**config.mk**
```make
export PLATFORM = sky130hd
export DESIGN_NAME = cog_hub_port
export DESIGN_NICKNAME = d
export VERILOG_FILES = /design/src/rtl/cog_hub_port.sv
export SDC_FILE = /design/constraint.sdc
export NUM_CORES = 1
export LEC_CHECK = 0
export ABC_AREA = 1
export CAP_MARGIN = 10
export CORE_UTILIZATION = 40
export CTS_CLUSTER_DIAMETER = 200
export DETAILED_ROUTE_END_ITERATION = 8
export HOLD_SLACK_MARGIN = 0.06
export PLACE_DENSITY = 0.78
export SLEW_MARGIN = 20
export SYNTH_ARGS = -nofsm -noshare
export SYNTH_HDL_FRONTEND = slang
export SYNTH_SLANG_ARGS = --single-unit
```
**constraint.sdc**
```tcl
create_clock -name clk_cog -period 3.6 [get_ports clk_cog]
set_input_delay 0.54 -clock clk_cog [delete_from_list [all_inputs] [get_ports clk_cog]]
set_output_delay 0.54 -clock clk_cog [all_outputs]
set_load 0.01 [all_outputs]
```
**src/rtl/cog_hub_port.sv**
```systemverilog
// Cog-side hub port: latches one cog request, drives it onto the hub OR-mux
// during this cog's slot, then waits for an ack or times out.
`timescale 1ns/1ps

module cog_hub_port (
    input  logic        clk_cog,
    input  logic        nres,
    input  logic        ena_bus,
    input  logic        sel,
    input  logic        req,
    input  logic        req_r,
    input  logic        req_w,
    input  logic [1:0]  req_s,
    input  logic [15:0] req_a,
    input  logic [31:0] req_d,
    output logic        busy,
    output logic        done,
    output logic        err,
    output logic [31:0] rd_q,
    output logic        rd_c,
    output logic        bus_r,
    output logic        bus_e,
    output logic        bus_w,
    output logic [1:0]  bus_s,
    output logic [15:0] bus_a,
    output logic [31:0] bus_d,
    input  logic        bus_ack,
    input  logic [31:0] bus_q,
    input  logic        bus_c
);

    typedef enum logic [1:0] {
        IDLE   = 2'd0,
        PEND   = 2'd1,
        ISSUED = 2'd2
    } state_t;

    state_t      r_state;
    state_t      w_nextState;

    logic        r_reqR;
    logic        r_reqW;
    logic [1:0]  r_reqS;
    logic [15:0] r_reqA;
    logic [31:0] r_reqD;
    logic [1:0]  r_ackCnt;
    logic        r_done;
    logic        r_err;
    logic [31:0] r_rdQ;
    logic        r_rdC;

    logic        w_latch;
    logic        w_issue;
    logic        w_capture;
    logic        w_timeout;
    logic        w_count;
    logic        w_drive;

    always_ff @(posedge clk_cog or negedge nres) begin
        if (!nres) begin
            r_state <= IDLE;
        end else begin
            r_state <= w_nextState;
        end
    end

    always_comb begin
        w_nextState = r_state;
        w_latch     = 1'b0;
        w_issue     = 1'b0;
        w_capture   = 1'b0;
        w_timeout   = 1'b0;
        w_count     = 1'b0;
        case (r_state)
            IDLE: begin
                if (req) begin
                    w_latch     = 1'b1;
                    w_nextState = PEND;
                end
            end
            PEND: begin
                if (ena_bus && sel) begin
                    w_issue     = 1'b1;
                    w_nextState = ISSUED;
                end
            end
            ISSUED: begin
                // Ack wins over timeout when both land on the same strobe.
                if (ena_bus) begin
                    if (bus_ack) begin
                        w_capture   = 1'b1;
                        w_nextState = IDLE;
                    end else if (r_ackCnt == 2'd3) begin
                        w_timeout   = 1'b1;
                        w_nextState = IDLE;
                    end else begin
                        w_count     = 1'b1;
                    end
                end
            end
            default: begin
                w_nextState = IDLE;
            end
        endcase
    end

    always_ff @(posedge clk_cog or negedge nres) begin
        if (!nres) begin
            r_reqR   <= 1'b0;
            r_reqW   <= 1'b0;
            r_reqS   <= 2'b00;
            r_reqA   <= 16'h0000;
            r_reqD   <= 32'h0000_0000;
            r_ackCnt <= 2'd0;
            r_done   <= 1'b0;
            r_err    <= 1'b0;
            r_rdQ    <= 32'h0000_0000;
            r_rdC    <= 1'b0;
        end else begin
            if (w_latch) begin
                r_reqR <= req_r;
                r_reqW <= req_w;
                r_reqS <= req_s;
                r_reqA <= req_a;
                r_reqD <= req_d;
            end
            if (w_issue) begin
                r_ackCnt <= 2'd0;
            end else if (w_count) begin
                r_ackCnt <= r_ackCnt + 2'd1;
            end
            if (w_capture) begin
                r_rdQ <= bus_q;
                r_rdC <= bus_c;
            end
            r_done <= w_capture | w_timeout;
            r_err  <= w_timeout;
        end
    end

    // Outside our PEND slot every field is zero so the hub OR-mux stays clean.
    assign w_drive = (r_state == PEND) && sel;

    assign bus_e = w_drive;
    assign bus_r = w_drive & r_reqR;
    assign bus_w = w_drive & r_reqW;
    assign bus_s = w_drive ? r_reqS : 2'b00;
    assign bus_a = w_drive ? r_reqA : 16'h0000;
    assign bus_d = w_drive ? r_reqD : 32'h0000_0000;

    assign busy = (r_state != IDLE);
    assign done = r_done;
    assign err  = r_err;
    assign rd_q = r_rdQ;
    assign rd_c = r_rdC;

endmodule

```
==> results.md, run 1 <==
- Fin crit share: roughly four fifths
- Clock Path Buffers: 2
- Crit path cell chain: clkdlybuf4s50_1, inv_1, nor2_2, inv_2, nor2_1, clkdlybuf4s50_1
- Via-to-Cell Ratio: roughly 4.4
- Nets: slightly above 700
- Initial antenna violation count: 0
- Final core occ: a little under two thirds
- Clk pwr share: approximately 16%
- Combinational power share: a little under half
- Peak supply drop: ~0.40 mV
- Area leader, netlist: dfrtp_1
- CP delay by family, top: buffers and inverters
- Most frequent cells in the layout: clkdlybuf4s50_1, nor2_1, dfrtp_1
- Die height: around 100 um
- RSZ-0062 raised after global routing: false
- Clock transition at path regs: 0.09 ns
- Final wirelength: 9.59 mm
- Synth cell types: 18
- Syn Area/Cell: between 8 and 9 um2
- H-tree depth: 3
- Die ar.: about 10000 um2
- Crit-path most repeated cell: clkdlybuf4s50_1
- Min Tclk post-route: just under 3 ns
- Layout cell share with drive strength beyond 1: 7.52%
- Dominant cells by area after synthesis: dfrtp_1, nor2_1, inv_1
- Clock latency on the worst-skew pair: roughly 0.34 ns
- Pins over their slew limit: 0
- Power Dens Cells: ~740 nW/um2
- LEAKAGE: roughly 2.9 nW
- Worst slew pin tran: about 0.88 ns
- Worst Slack Setup Final: roughly 0.69 ns
- Clock sink total: roughly 90
- Root buf cell: clkbuf_8
- Number of global-route vias before repair: approximately 3300
- Cts hold-fix bufs: 0
- GRT Overall Usage: around a fifth
- CTS tree: yes
- Setup crit end kind: output pin
- Sequential cell area fraction in the yosys report: around 58%
- Worst Hold Class: in2async
- Via count of the routed design: between 3000 and 4000
- Post-route ant nets: 0
- Drt drc: 0
- Worst Setup Start Kind: input pin
- Area Overhead vs Synth: 52.0%
- First-pass GRT wire length: ~15 mm
- Synth warn: 0
- Seq cells post-synth: between 90 and 100
- Reg power frac: 38.1%
- GRT Residual Overflow: 0
- Max stage delay on crit path: between 0.5 and 0.6 ns
- # fillers: 823
- Share of the synthesized area in the top cell type: between 50 and 60%
- First-pass DRT Iterations: 5
- CP arrival: around 2.4 ns
- Starting Density: a little over two fifths
- Final setup vio count: 0
- Port Buffers: 179
- Data required time of the worst path: 3.06 ns
- Int Power: ~2.8 mW
- Mapped Nets: approximately 550
- Commonest non-fill, non-tap cell in the layout: clkdlybuf4s50_1
- Outcome: completed
- Final hold violation count: 0
- Gpl congestion: 0.740
- Detailed-placement wirelength estimate: about 7.0 mm
- Drt first-iter violations: around 110
- Wirelength per Cell: 12.5 um
- Buf/Inv on CP: 4
- Skew final: between 0.008 and 0.009 ns
- Post-CTS setup buffers: 0
- Total CTS buffers: 9
- ANT cells: 0
- Core area: around 9400 um2
- Slew margin rel.: between 40% and 50%
- Pre-CTS WS: 0.682 ns
- Synth Instances: around 460
- Fmax: between 0.3 and 0.4 GHz
- Site Rows: 35
- Worst path slowest cell: clkdlybuf4s50_1
- I/O pins: 180
- Die span in x: 101 um
- Setup TNS: 0 ns
- CTS resizes: 0
- Largest net degree at the start of global routing: 91
- Max-Cap Viols: 0
- Sw Share: a little over a third
- Worst setup path class: in2out
- Synthesized area: between 3000 and 4000 um2
- Critical Path Fanout Max: 52
- P_sw: between 1.5 and 2 mW
==> logic make-up (layout without fill, tap and decap cells) <==
logic type	count (synthesis)	after routing	synth area share [%]
AND/OR/NAND/NOR	167	167	16.9
buffers and inverters	116	292	12.6
flip-flops	91	91	57.9
AO/OA/AOI/OAI	87	87	12.3
adder cells (fa/ha/maj)	1	1	0.318
==> power groups by stage <==
stage | combinational [mW] | clock (mW) | sequential, mW
floorplan | 0.981 | 0 | 1.75
global placement | 1.99 | 0 | 1.68
detailed placement | 2.05 | 0 | 1.70
CTS | 2.06 | 0.725 | 1.69
global route | 2.26 | 0.771 | 1.74
finish | 2.03 | 0.701 | 1.68
==> worst paths after layout <==
path	startpoint	to	slack, ns	cells past startpoint
worst min register to register	rd_q[23]$_DFFE_PN0P_	rd_q[23]$_DFFE_PN0P_	0.49	2
worst max-delay path	sel	bus_a[1]	0.69	6
max in group asynchronous	nres	r_reqA[6]$_DFFE_PN0P_	2.74	2
min in group clk_cog	rd_q[23]$_DFFE_PN0P_	rd_q[23]$_DFFE_PN0P_	0.49	2
worst max register to register	r_state[1]$_DFFE_PN0P_	r_reqA[11]$_DFFE_PN0P_	1.84	4
worst min-delay path	nres	r_reqD[10]$_DFFE_PN0P_	0.11	1
==> layout make-up <==
cell class | count | area, um2 | area share (%)
sequential | 91 | 2280 | 38.1
timing repair buffer | 183 | 1820 | 30.4
multi-input combinational | 255 | 1170 | 19.6
inverter | 93 | 349 | 5.84
tap | 129 | 161 | 2.70
clock buffer | 11 | 141 | 2.36
clock inverter | 5 | 61.3 | 1.03
==> state kept, by name, summed over array words and instances, names as in the netlist <==
signal / flops
err: 1
done: 1
r_reqW: 1
r_reqR: 1
r_reqA: 16
rd_c: 1
rd_q: 32
r_reqD: 32
r_reqS: 2
r_state: 2
r_ackCnt: 2
==> per-stage QoR <==
stage / hold WS, ns / total power, mW / instance area, um2 / std cells
finish: 0.112 / 4.41 / 5980 / 767
global route: 0.124 / 4.77 / 5980 / 767
CTS: 0.109 / 4.47 / 5980 / 767
detailed placement: 0.473 / 3.75 / 5780 / 751
global placement: 0.464 / 3.67 / 5780 / 751
floorplan: 0.244 / 2.73 / 3930 / 462
==> synthesized netlist by cell type <==
cell,instances
o21ai_0,2
inv_2,4
buf_6,5
ha_1,1
a21oi_1,52
inv_1,89
nor2_1,112
o21ai_2,13
buf_2,17
clkbuf_1,1
dfrtp_1,91
o21ai_1,20
nor2_2,1
nand2_1,41
nand3_2,2
nand2_2,8
nand3_1,2
nor3_1,1
==> worst reg2reg max path: stages, from the launching register on <==
cell and delay [ns]:
dfrtp_1 0.43, inv_2 0.08, nand3_4 0.21, buf_4 0.68, a21oi_1 0.20
==> layer usage <==
layer / up-vias / GRT usage, % / routed length, um
met1: 1525 / 23.4 / 3910
met3: 11 / 8.21 / 1160
li1: 1715 / - / -
met4: 0 / 5.80 / 102
met5: - / 0 / 0
met2: 139 / 32.2 / 4420
Power figures use the tool's default switching activity.
==> run 2, diff against run 1 <==
clock period = 2.84 ns   (was 3.6 ns; I/O delays follow)
==> run 2 against run 1 <==
Sequential share of layout area fell by 0.27 points. Die area did not move. Design area rose by 0.71%.
==> results.md, run 2 (same netlist as run 1, synthesis figures left out) <==
- H-tree depth: 3 (unchanged)
- Fmax: 0.389 GHz
- Post-CTS setup buffers: 0 (unchanged)
- Critical Path Fanout Max: 45 (-13%)
- Worst setup path class: reg2out
- Port Buffers: 179 (unchanged)
- Core area: 9370 um2 (unchanged)
- Peak supply drop: 0.519 mV (+28%)
- Min Tclk post-route: roughly 2.6 ns
- LEAKAGE: 2.98 nW (+1.1%)
- Most frequent cells in the layout: clkdlybuf4s50_1, nor2_1, dfrtp_1
- First-pass GRT wire length: 14.9 mm (-3.5%)
- Cts hold-fix bufs: 0 (unchanged)
- Clock transition at path regs: 0.08 ns (about the same)
- Fin crit share: approximately nine tenths
- Drt first-iter violations: 102 (-2.9%)
- I/O pins: 180 (unchanged)
- Slew margin rel.: 45.6% (+4.5 points)
- Data required time of the worst path: 2.41 ns (-0.65 ns)
- Drt drc: 0 (unchanged)
- RSZ-0062 raised after global routing: false
- CTS tree: yes
- Seq. cell area: 2280 um2 (unchanged)
- Post-route ant nets: 0 (unchanged)
- Gpl congestion: 0.798 (+7.8%)
- Largest net degree at the start of global routing: 92 (+1.1%)
- Clock latency on the worst-skew pair: 0.35 ns (about the same)
- Outcome: completed
- Die ar.: 10200 um2 (unchanged)
- Number of global-route vias before repair: 3268 (-1.4%)
- Skew final: 0.00906 ns (+0.000414 ns)
- Worst Setup Start Kind: flop
- Commonest non-fill, non-tap cell in the layout: clkdlybuf4s50_1
- Worst Hold Class: in2async
- Final instance area: 6020 um2 (+0.71%)
- Crit path launch: r_state[1]$_DFFE_PN0P_
- Layout cell share with drive strength beyond 1: 7.52% (unchanged)
- Die height: 101 um (unchanged)
- Final setup vio count: 0 (unchanged)
- Setup TNS: 0 ns (unchanged)
- Die span in x: 101 um (unchanged)
- Via-to-Cell Ratio: 4.41 (-0.24%)
- CP arrival: 2.15 ns (-0.22 ns)
- Worst R2R Start: r_state[1]$_DFFE_PN0P_
- Pins over their slew limit: 0 (unchanged)
- Worst slew pin tran: 0.816 ns (-0.0660 ns)
- Max-Cap Viols: 0 (unchanged)
- CTS resizes: 0 (unchanged)
- Final wirelength: 9.38 mm (-2.3%)
- Detailed-placement wirelength estimate: 6.80 mm (-2.8%)
- Root buf cell: clkbuf_8
- Via count of the routed design: 3382 (-0.24%)
- GRT Overall Usage: 18.9% (-0.66 points)
- Total CTS buffers: 9 (unchanged)
- Nets: 725 (unchanged)
- Final hold violation count: 0 (unchanged)
- GRT Residual Overflow: 0 (unchanged)
- Power Dens Cells: 934 nW/um2 (+27%)
- Starting Density: 42.0% (unchanged)
- # fillers: 797 (-3.2%)
- Dpl cell area: 5820 um2 (+0.71%)
- Wirelength per Cell: 12.2 um (-2.3%)
- Initial antenna violation count: 0 (unchanged)
- Clock Path Buffers: 2 (unchanged)
- Clock sink total: 91 (unchanged)
- Setup crit end kind: output pin
- Site Rows: 35 (unchanged)
- ANT cells: 0 (unchanged)
- Area Overhead vs Synth: 53.1%
- Area of the multi-input gates: 1170 um2 (unchanged)
- First-pass DRT Iterations: 4 (-1)
## run 2: changes by cell type in the layout (fill, tap and decap cells not counted), sizes merged
cell,before,now
clkinv,0,3
clkinvlp,3,0
clkbuf,11,12
inv,94,93
## run 2: path summary, 6_finish.rpt
path	endpoint	cells after the start	slack (ns)
setup / recovery	bus_d[29]	7	0.27
hold / removal	r_reqD[16]$_DFFE_PN0P_	1	0.14
setup reg to reg	r_reqA[6]$_DFFE_PN0P_	5	1.32
hold reg to reg	rd_q[31]$_DFFE_PN0P_	2	0.49
max in group asynchronous	rd_q[14]$_DFFE_PN0P_	1	2.14
min in group clk_cog	rd_q[31]$_DFFE_PN0P_	2	0.49
## run 2: where the power goes
group	internal (mW)	total, mW	leakage, nW	switching [mW]
clock	0.455	0.898	0.106	0.444
combinational	1.31	2.60	1.81	1.30
sequential	1.89	2.12	1.07	0.237
## run 2: layout make-up
type	count	area share, %
tap	129	2.68
clock inverter	4	0.810
multi-input combinational	255	19.4
sequential	91	37.8
timing repair buffer	183	30.9
clock buffer	12	2.58
inverter	93	5.80
## run 2: worst max-delay path: stages, from the launching register on
cell and delay [ns]:
dfrtp_1 0.44, inv_2 0.11, nand2_1 0.08, nor2_2 0.15, inv_2 0.11, buf_12 0.18
nor2_1 0.14, clkdlybuf4s50_1 0.55
## run 2: routing by layer
metal	track usage (%)	vias to the layer above	share of wire, %
li1	-	1716	-
met1	22.5	1517	42
met2	30.5	138	45
met3	8.42	11	12
met4	6.35	0	1.3
met5	0	-	0
## run 2: per-stage QoR
stage / power (mW) / std cells / hold WS (ns) / setup WS, ns / util [%]
final: 5.63 / 767 / 0.138 / 0.268 / 64.3
after global routing: 6.08 / 767 / 0.209 / 0.143 / 64.3
after CTS: 5.70 / 767 / 0.172 / 0.250 / 64.3
after detailed placement: 4.78 / 751 / 0.476 / 0.287 / 62.1
after global placement: 4.70 / 751 / 0.465 / 0.330 / 62.0
after floorplan: 3.46 / 462 / 0.130 / 1.28 / -
